--- src/rtl/sdram_req_arb.sv ---
// Slot-based SDRAM request arbiter: 16-phase slots aligned to clkref, fixed priority ldr > ppu > cpu.
// Define SDRAM_ARB_REFRESH_GUARD_EN to force an idle (refresh) slot after GUARD_SLOTS consecutive busy slots.
module sdram_req_arb #(
  parameter int unsigned GUARD_SLOTS = 8
) (
  input  logic        clk,
  input  logic        reset_n,
  input  logic        clkref,
  input  logic        ldr_req,
  input  logic [24:0] ldr_addr,
  input  logic [7:0]  ldr_din,
  output logic        ldr_ack,
  input  logic        ppu_req,
  input  logic [24:0] ppu_addr,
  output logic        ppu_ack,
  output logic [7:0]  ppu_dout,
  input  logic        cpu_req,
  input  logic        cpu_we,
  input  logic [24:0] cpu_addr,
  input  logic [7:0]  cpu_din,
  output logic        cpu_ack,
  output logic [7:0]  cpu_dout,
  output logic [24:0] mem_addr,
  output logic        mem_we,
  output logic [7:0]  mem_din,
  output logic        mem_oeA,
  output logic        mem_oeB,
  input  logic [7:0]  mem_doutA,
  input  logic [7:0]  mem_doutB
);

  localparam int unsigned PH_W = 4;
  localparam int unsigned AW   = 25;
  localparam int unsigned DW   = 8;
  localparam logic [PH_W-1:0] PH_FIRST = PH_W'(0);
  localparam logic [PH_W-1:0] PH_LAST  = PH_W'(15);
  localparam logic [PH_W-1:0] PH_ACK   = PH_W'(8);

  typedef enum logic [2:0] {
    S_IDLE   = 3'd0,
    S_LDR    = 3'd1,
    S_PPU    = 3'd2,
    S_CPU_RD = 3'd3,
    S_CPU_WR = 3'd4
  } state_t;

  state_t          r_state, w_state_nxt;
  logic [PH_W-1:0] r_ph, w_ph_nxt;
  logic            w_slot_start;
  logic            w_guard_idle;

  logic [AW-1:0]   r_mem_addr, w_mem_addr_nxt;
  logic [DW-1:0]   r_mem_din, w_mem_din_nxt;
  logic            r_mem_we, w_mem_we_nxt;
  logic            r_mem_oea, w_mem_oea_nxt;
  logic            r_mem_oeb, w_mem_oeb_nxt;
  logic            r_ldr_ack, w_ldr_ack_nxt;
  logic            r_ppu_ack, w_ppu_ack_nxt;
  logic            r_cpu_ack, w_cpu_ack_nxt;
  logic [DW-1:0]   r_cpu_dout, w_cpu_dout_nxt;
  logic [DW-1:0]   r_ppu_dout, w_ppu_dout_nxt;

  // Phase lock: stall at 15 until clkref high, stall at 0 until clkref low.
  always_comb begin
    w_ph_nxt = r_ph + PH_W'(1);
    if ((r_ph == PH_LAST) && !clkref) w_ph_nxt = r_ph;
    else if ((r_ph == PH_FIRST) && clkref) w_ph_nxt = r_ph;
  end

  assign w_slot_start = (r_ph == PH_LAST) && clkref;

  always_ff @(posedge clk) begin
    if (!reset_n) r_ph <= PH_FIRST;
    else          r_ph <= w_ph_nxt;
  end

`ifdef SDRAM_ARB_REFRESH_GUARD_EN
  localparam int unsigned BUSY_W = $clog2(GUARD_SLOTS + 1);
  localparam logic [BUSY_W-1:0] BUSY_MAX = BUSY_W'(GUARD_SLOTS);

  logic [BUSY_W-1:0] r_busy_cnt;

  assign w_guard_idle = (r_busy_cnt == BUSY_MAX);

  // Consecutive granted slots, saturating; any idle slot clears it.
  always_ff @(posedge clk) begin
    if (!reset_n) begin
      r_busy_cnt <= '0;
    end else if (w_slot_start) begin
      if (w_state_nxt == S_IDLE)     r_busy_cnt <= '0;
      else if (r_busy_cnt != BUSY_MAX) r_busy_cnt <= r_busy_cnt + BUSY_W'(1);
    end
  end
`else
  assign w_guard_idle = 1'b0;
`endif

  // State register: the slot owner, changed only at slot start.
  always_ff @(posedge clk) begin
    if (!reset_n) r_state <= S_IDLE;
    else          r_state <= w_state_nxt;
  end

  // Next-state: fixed-priority grant at slot start.
  always_comb begin
    w_state_nxt = r_state;
    if (w_slot_start) begin
      if (w_guard_idle)  w_state_nxt = S_IDLE;
      else if (ldr_req)  w_state_nxt = S_LDR;
      else if (ppu_req)  w_state_nxt = S_PPU;
      else if (cpu_req)  w_state_nxt = cpu_we ? S_CPU_WR : S_CPU_RD;
      else               w_state_nxt = S_IDLE;
    end
  end

  // Output decode: bus payload latched at slot start, ack and read data on the 8->9 edge.
  always_comb begin
    w_mem_addr_nxt = r_mem_addr;
    w_mem_din_nxt  = r_mem_din;
    w_mem_we_nxt   = (w_state_nxt == S_LDR) || (w_state_nxt == S_CPU_WR);
    w_mem_oea_nxt  = (w_state_nxt == S_CPU_RD);
    w_mem_oeb_nxt  = (w_state_nxt == S_PPU);
    w_ldr_ack_nxt  = 1'b0;
    w_ppu_ack_nxt  = 1'b0;
    w_cpu_ack_nxt  = 1'b0;
    w_cpu_dout_nxt = r_cpu_dout;
    w_ppu_dout_nxt = r_ppu_dout;

    if (w_slot_start) begin
      case (w_state_nxt)
        S_LDR: begin
          w_mem_addr_nxt = ldr_addr;
          w_mem_din_nxt  = ldr_din;
        end
        S_PPU: begin
          w_mem_addr_nxt = ppu_addr;
        end
        S_CPU_RD, S_CPU_WR: begin
          w_mem_addr_nxt = cpu_addr;
          w_mem_din_nxt  = cpu_din;
        end
        default: ;
      endcase
    end

    if (r_ph == PH_ACK) begin
      w_ldr_ack_nxt = (r_state == S_LDR);
      w_ppu_ack_nxt = (r_state == S_PPU);
      w_cpu_ack_nxt = (r_state == S_CPU_RD) || (r_state == S_CPU_WR);
      if (r_state == S_CPU_RD) w_cpu_dout_nxt = mem_doutA;
      if (r_state == S_PPU)    w_ppu_dout_nxt = mem_doutB;
    end
  end

  always_ff @(posedge clk) begin
    if (!reset_n) begin
      r_mem_addr <= '0;
      r_mem_din  <= '0;
      r_mem_we   <= 1'b0;
      r_mem_oea  <= 1'b0;
      r_mem_oeb  <= 1'b0;
      r_ldr_ack  <= 1'b0;
      r_ppu_ack  <= 1'b0;
      r_cpu_ack  <= 1'b0;
      r_cpu_dout <= '0;
      r_ppu_dout <= '0;
    end else begin
      r_mem_addr <= w_mem_addr_nxt;
      r_mem_din  <= w_mem_din_nxt;
      r_mem_we   <= w_mem_we_nxt;
      r_mem_oea  <= w_mem_oea_nxt;
      r_mem_oeb  <= w_mem_oeb_nxt;
      r_ldr_ack  <= w_ldr_ack_nxt;
      r_ppu_ack  <= w_ppu_ack_nxt;
      r_cpu_ack  <= w_cpu_ack_nxt;
      r_cpu_dout <= w_cpu_dout_nxt;
      r_ppu_dout <= w_ppu_dout_nxt;
    end
  end

  assign mem_addr = r_mem_addr;
  assign mem_din  = r_mem_din;
  assign mem_we   = r_mem_we;
  assign mem_oeA  = r_mem_oea;
  assign mem_oeB  = r_mem_oeb;
  assign ldr_ack  = r_ldr_ack;
  assign ppu_ack  = r_ppu_ack;
  assign cpu_ack  = r_cpu_ack;
  assign cpu_dout = r_cpu_dout;
  assign ppu_dout = r_ppu_dout;

endmodule

--- config.mk ---
export PLATFORM = sky130hd
export DESIGN_NAME = sdram_req_arb
export DESIGN_NICKNAME = d
export VERILOG_FILES = /design/src/rtl/sdram_req_arb.sv
export SDC_FILE = /design/constraint.sdc
export NUM_CORES = 1
export LEC_CHECK = 0
export BUFFER_PORTS_ARGS = -buffer_cell sky130_fd_sc_hd__buf_4
export CAP_MARGIN = 5
export CORE_MARGIN = 2
export CORE_UTILIZATION = 47
export CTS_CLUSTER_DIAMETER = 200
export CTS_CLUSTER_SIZE = 8
export DETAILED_ROUTE_END_ITERATION = 16
export PLACE_DENSITY = 0.86
export SETUP_SLACK_MARGIN = 0.1
export SLEW_MARGIN = 15
export SYNTH_ARGS = -nofsm -noshare
export SYNTH_HDL_FRONTEND = slang
export SYNTH_SLANG_ARGS = --single-unit
--- constraint.sdc ---
create_clock -name clk -period 3.4 [get_ports clk]
set_clock_uncertainty 0.15 [all_clocks]
set_input_delay 0.68 -clock clk [delete_from_list [all_inputs] [get_ports clk]]
set_output_delay 0.68 -clock clk [all_outputs]
set_load 0.005 [all_outputs]
==> impl_metrics.tcl <==
set metrics [dict create \
    status "completed" \
    drive_gt1_share_pct 42.83 \
    grtUsageMet2_pct 43.55 \
    first_pass_iters 5 \
    numClockSinks 62 \
    critPathKind "reg -> reg" \
    combinationalPowerShare_pct 11.5 \
    clock_latency_ns 0.33 \
    hold_violations 0 \
    pwr-share-clk_pct 47.4 \
    synthDistinctLibCells 40 \
    end_kind "register" \
    gr-usage-met3_pct 8.648 \
    rows 28 \
    die_area_sq_mm 0.006877 \
    synth-seq-cells 62 \
    swShare_pct 21.62 \
    synthesis.nets 460 \
    io_buffers 168 \
    grt_pass1_wl_um 14970 \
    cts.clk_slew.worst_paths_ns 0.07 \
    internal_power_mw 1.448 \
    final_nets 620 \
    wl_per_cell_um 15.94 \
    cts_tree "done" \
    syn_inst 344 \
    post_cts_buffers 0 \
    synth_warnings 0 \
    syn2layout_area_growth_pct 52.14 \
    antenna_left 0 \
    p_leak_nw 1.995 \
    grt_max_degree 26 \
    stdcell_area_sq_mm 0.004454 \
    viasPerCell 5.707 \
    crit_arrival_ns 2.52 \
    postCtsHoldBufs 0 \
    ioPinCount 169 \
    period_share_pct 71.25 \
    setup-tns-final_ns 0 \
    cts_resized 0 \
    grt_usage_pct 26.25 \
    final_util_pct 74.79 \
    vias 3333 \
    drc_errors 0 \
    hpwl_um 6654 \
    die_x_um 82.93 \
    power.switching_mw 0.3995 \
    hp-class "reg -> reg" \
    max_cap_viol_count 0 \
    start_util_pct 49.16 \
    syn_area_sq_mm 0.002928 \
    vdd_drop_max_mv 0.4406 \
    avgSynthCellArea_sq_um 8.511 \
    top_usage_layer "met2" \
    diodes 0 \
    crit_path_start_kind "register" \
    dieHeight_um 82.93 \
    grt-ovfl-total 0 \
    drtIter0Drc 198 \
    cts_buffers 9 \
    clock_tree.buffer_depth 2 \
    routed_wl_um 9310 \
    cts_max_level 3 \
    gp_congestion 0.8738 \
    post-route-min-period_ns 2.423 \
    core_region_area_sq_mm 0.005956 \
    rsz0062_at_grt "no" \
    gr-usage-met1_pct 32.17 \
    slew_headroom_pct 46.18 \
    setup_violations 0 \
    fmax_mhz 412.8 \
    placed_area_sq_mm 0.004184 \
    seqPwrFrac_pct 41.1 \
    final-max-slew-violation-count 0 \
    antenna_found_initial 0 \
    grt_pass1_vias 3099 \
    synth_seq_area_share_pct 42.39 \
    clock-root-buffer "clkbuf_8" \
    power_density_mw_per_mm2 414.8 \
    crit_fanout 25 \
    tightestPinTransition_ns 0.8074 \
    required_ns 3.49 \
]
synth_stat cells:
cell type  instances  area, sq um
a211oi_1           2        15.01
a211oi_4           1        20.02
a21o_1             1        7.510
a21oi_1           12        60.06
a21oi_2            1        8.760
a2bb2oi_1          2        17.52
and3_1             2        12.51
and4_4             1        11.26
buf_2             10        50.05
buf_4              3        22.52
buf_6              4        45.04
clkbuf_1           8        30.03
dfxtp_1           62         1241
ha_1               2        25.02
inv_1              5        18.77
inv_2              1        3.750
mux2i_1            9        90.09
nand2_1           36        135.1
nand2b_1           4        25.02
nand3_1            1        5.000
nand4_1            2        12.51
nand4b_1           3        26.28
nor2_1            29        108.9
nor2b_1            4        25.02
nor3_1            51        255.2
nor3_2             1        10.01
nor3b_2            1        12.51
o211ai_1           2        15.01
o21a_2             1        8.760
o21ai_0           41        205.2
o21ai_1            1        5.000
o22ai_1            8        50.05
o311ai_0           2        17.52
o31a_1             1        8.760
o31ai_1            5        37.54
o31ai_2           19        237.7
or2_2              1        6.260
or3_1              1        6.260
xnor2_1            2        17.52
xor2_1             2        17.52
cells by family after synthesis:
logic type | synth area share [%]
xor+xnor | 1.197
buf+inv | 5.812
flops | 42.39
compound gates | 24.40
simple gates | 22.26
fa+ha+maj | 0.8546
mux | 3.077
worst paths after layout:
check / start / end / slack, ns / cells past startpoint
worst max-delay path: r_ph[0] / mem_addr[7] / 0.98 / 5
worst min-delay path: mem_addr[23] / mem_addr[23] / 0.31 / 2
worst max register to register: r_ph[0] / mem_addr[7] / 0.98 / 5
worst min register to register: mem_addr[23] / mem_addr[23] / 0.31 / 2
stage by stage:
stage	setup slack (ns)	hold WS, ns	power (mW)	std cells
2_1_floorplan	1.410	0.2987	0.8623	344
3_3_place_gp	0.9921	0.2850	0.9815	568
3_5_place_dp	0.9253	0.2926	0.9873	568
4_1_cts	1.020	0.3091	1.860	584
5_1_grt	0.8258	0.3385	1.918	584
6_report	0.9774	0.3075	1.848	584
state kept, by name, indices dropped and copies added, names as in the netlist, 3 cells and up:
signal and flops:
cpu_dout 8, mem_din 8, mem_addr 25, r_ph 4, r_state 3, ppu_dout 8
routing by layer:
metal | part of all wire [%] | routed length, um
met5 | 0 | 0
met1 | 40 | 3686
met4 | 2.8 | 264
met3 | 9.6 | 897
met2 | 48 | 4460
power groups by stage:
| stage | Sequential (mW) | Clock, mW | Combinational [mW] |
|---|---|---|---|
| 3_5_place_dp | 0.775 | 0 | 0.212 |
| 3_3_place_gp | 0.773 | 0 | 0.208 |
| 2_1_floorplan | 0.767 | 0 | 0.0949 |
| 4_1_cts | 0.759 | 0.889 | 0.213 |
| 5_1_grt | 0.761 | 0.923 | 0.234 |
| 6_report | 0.759 | 0.876 | 0.213 |
worst max-delay path: stages, from the launching register on:
cell and delay, ns:
dfxtp_1 0.41, ha_1 0.24, and4_4 0.31, and3_1 0.70, o21ai_0 0.27, o31ai_2 0.24
placed cells by master (no fill, tap or decap), types with 4 or more instances in the layout:
cell type  count
a21oi_1       11
buf_4        174
bufinv_16      4
clkbuf_8      10
dfxtp_1       62
inv_1          5
mux2i_1        9
nand2_1       36
nand2b_1       4
nor2_1        29
nor2b_1        4
nor3_1        51
o21ai_0       41
o22ai_1        8
o31ai_1        5
o31ai_2       19
area by class of cell:
cell class,instances,area (sq um)
multi-input combinational,251,1520
clock buffer,10,137.6
fill,451,1501
inverter,6,22.52
sequential,62,1241
clock inverter,6,132.6
tap,75,93.84
timing repair buffer,174,1306
Power figures use the tool's default switching activity.
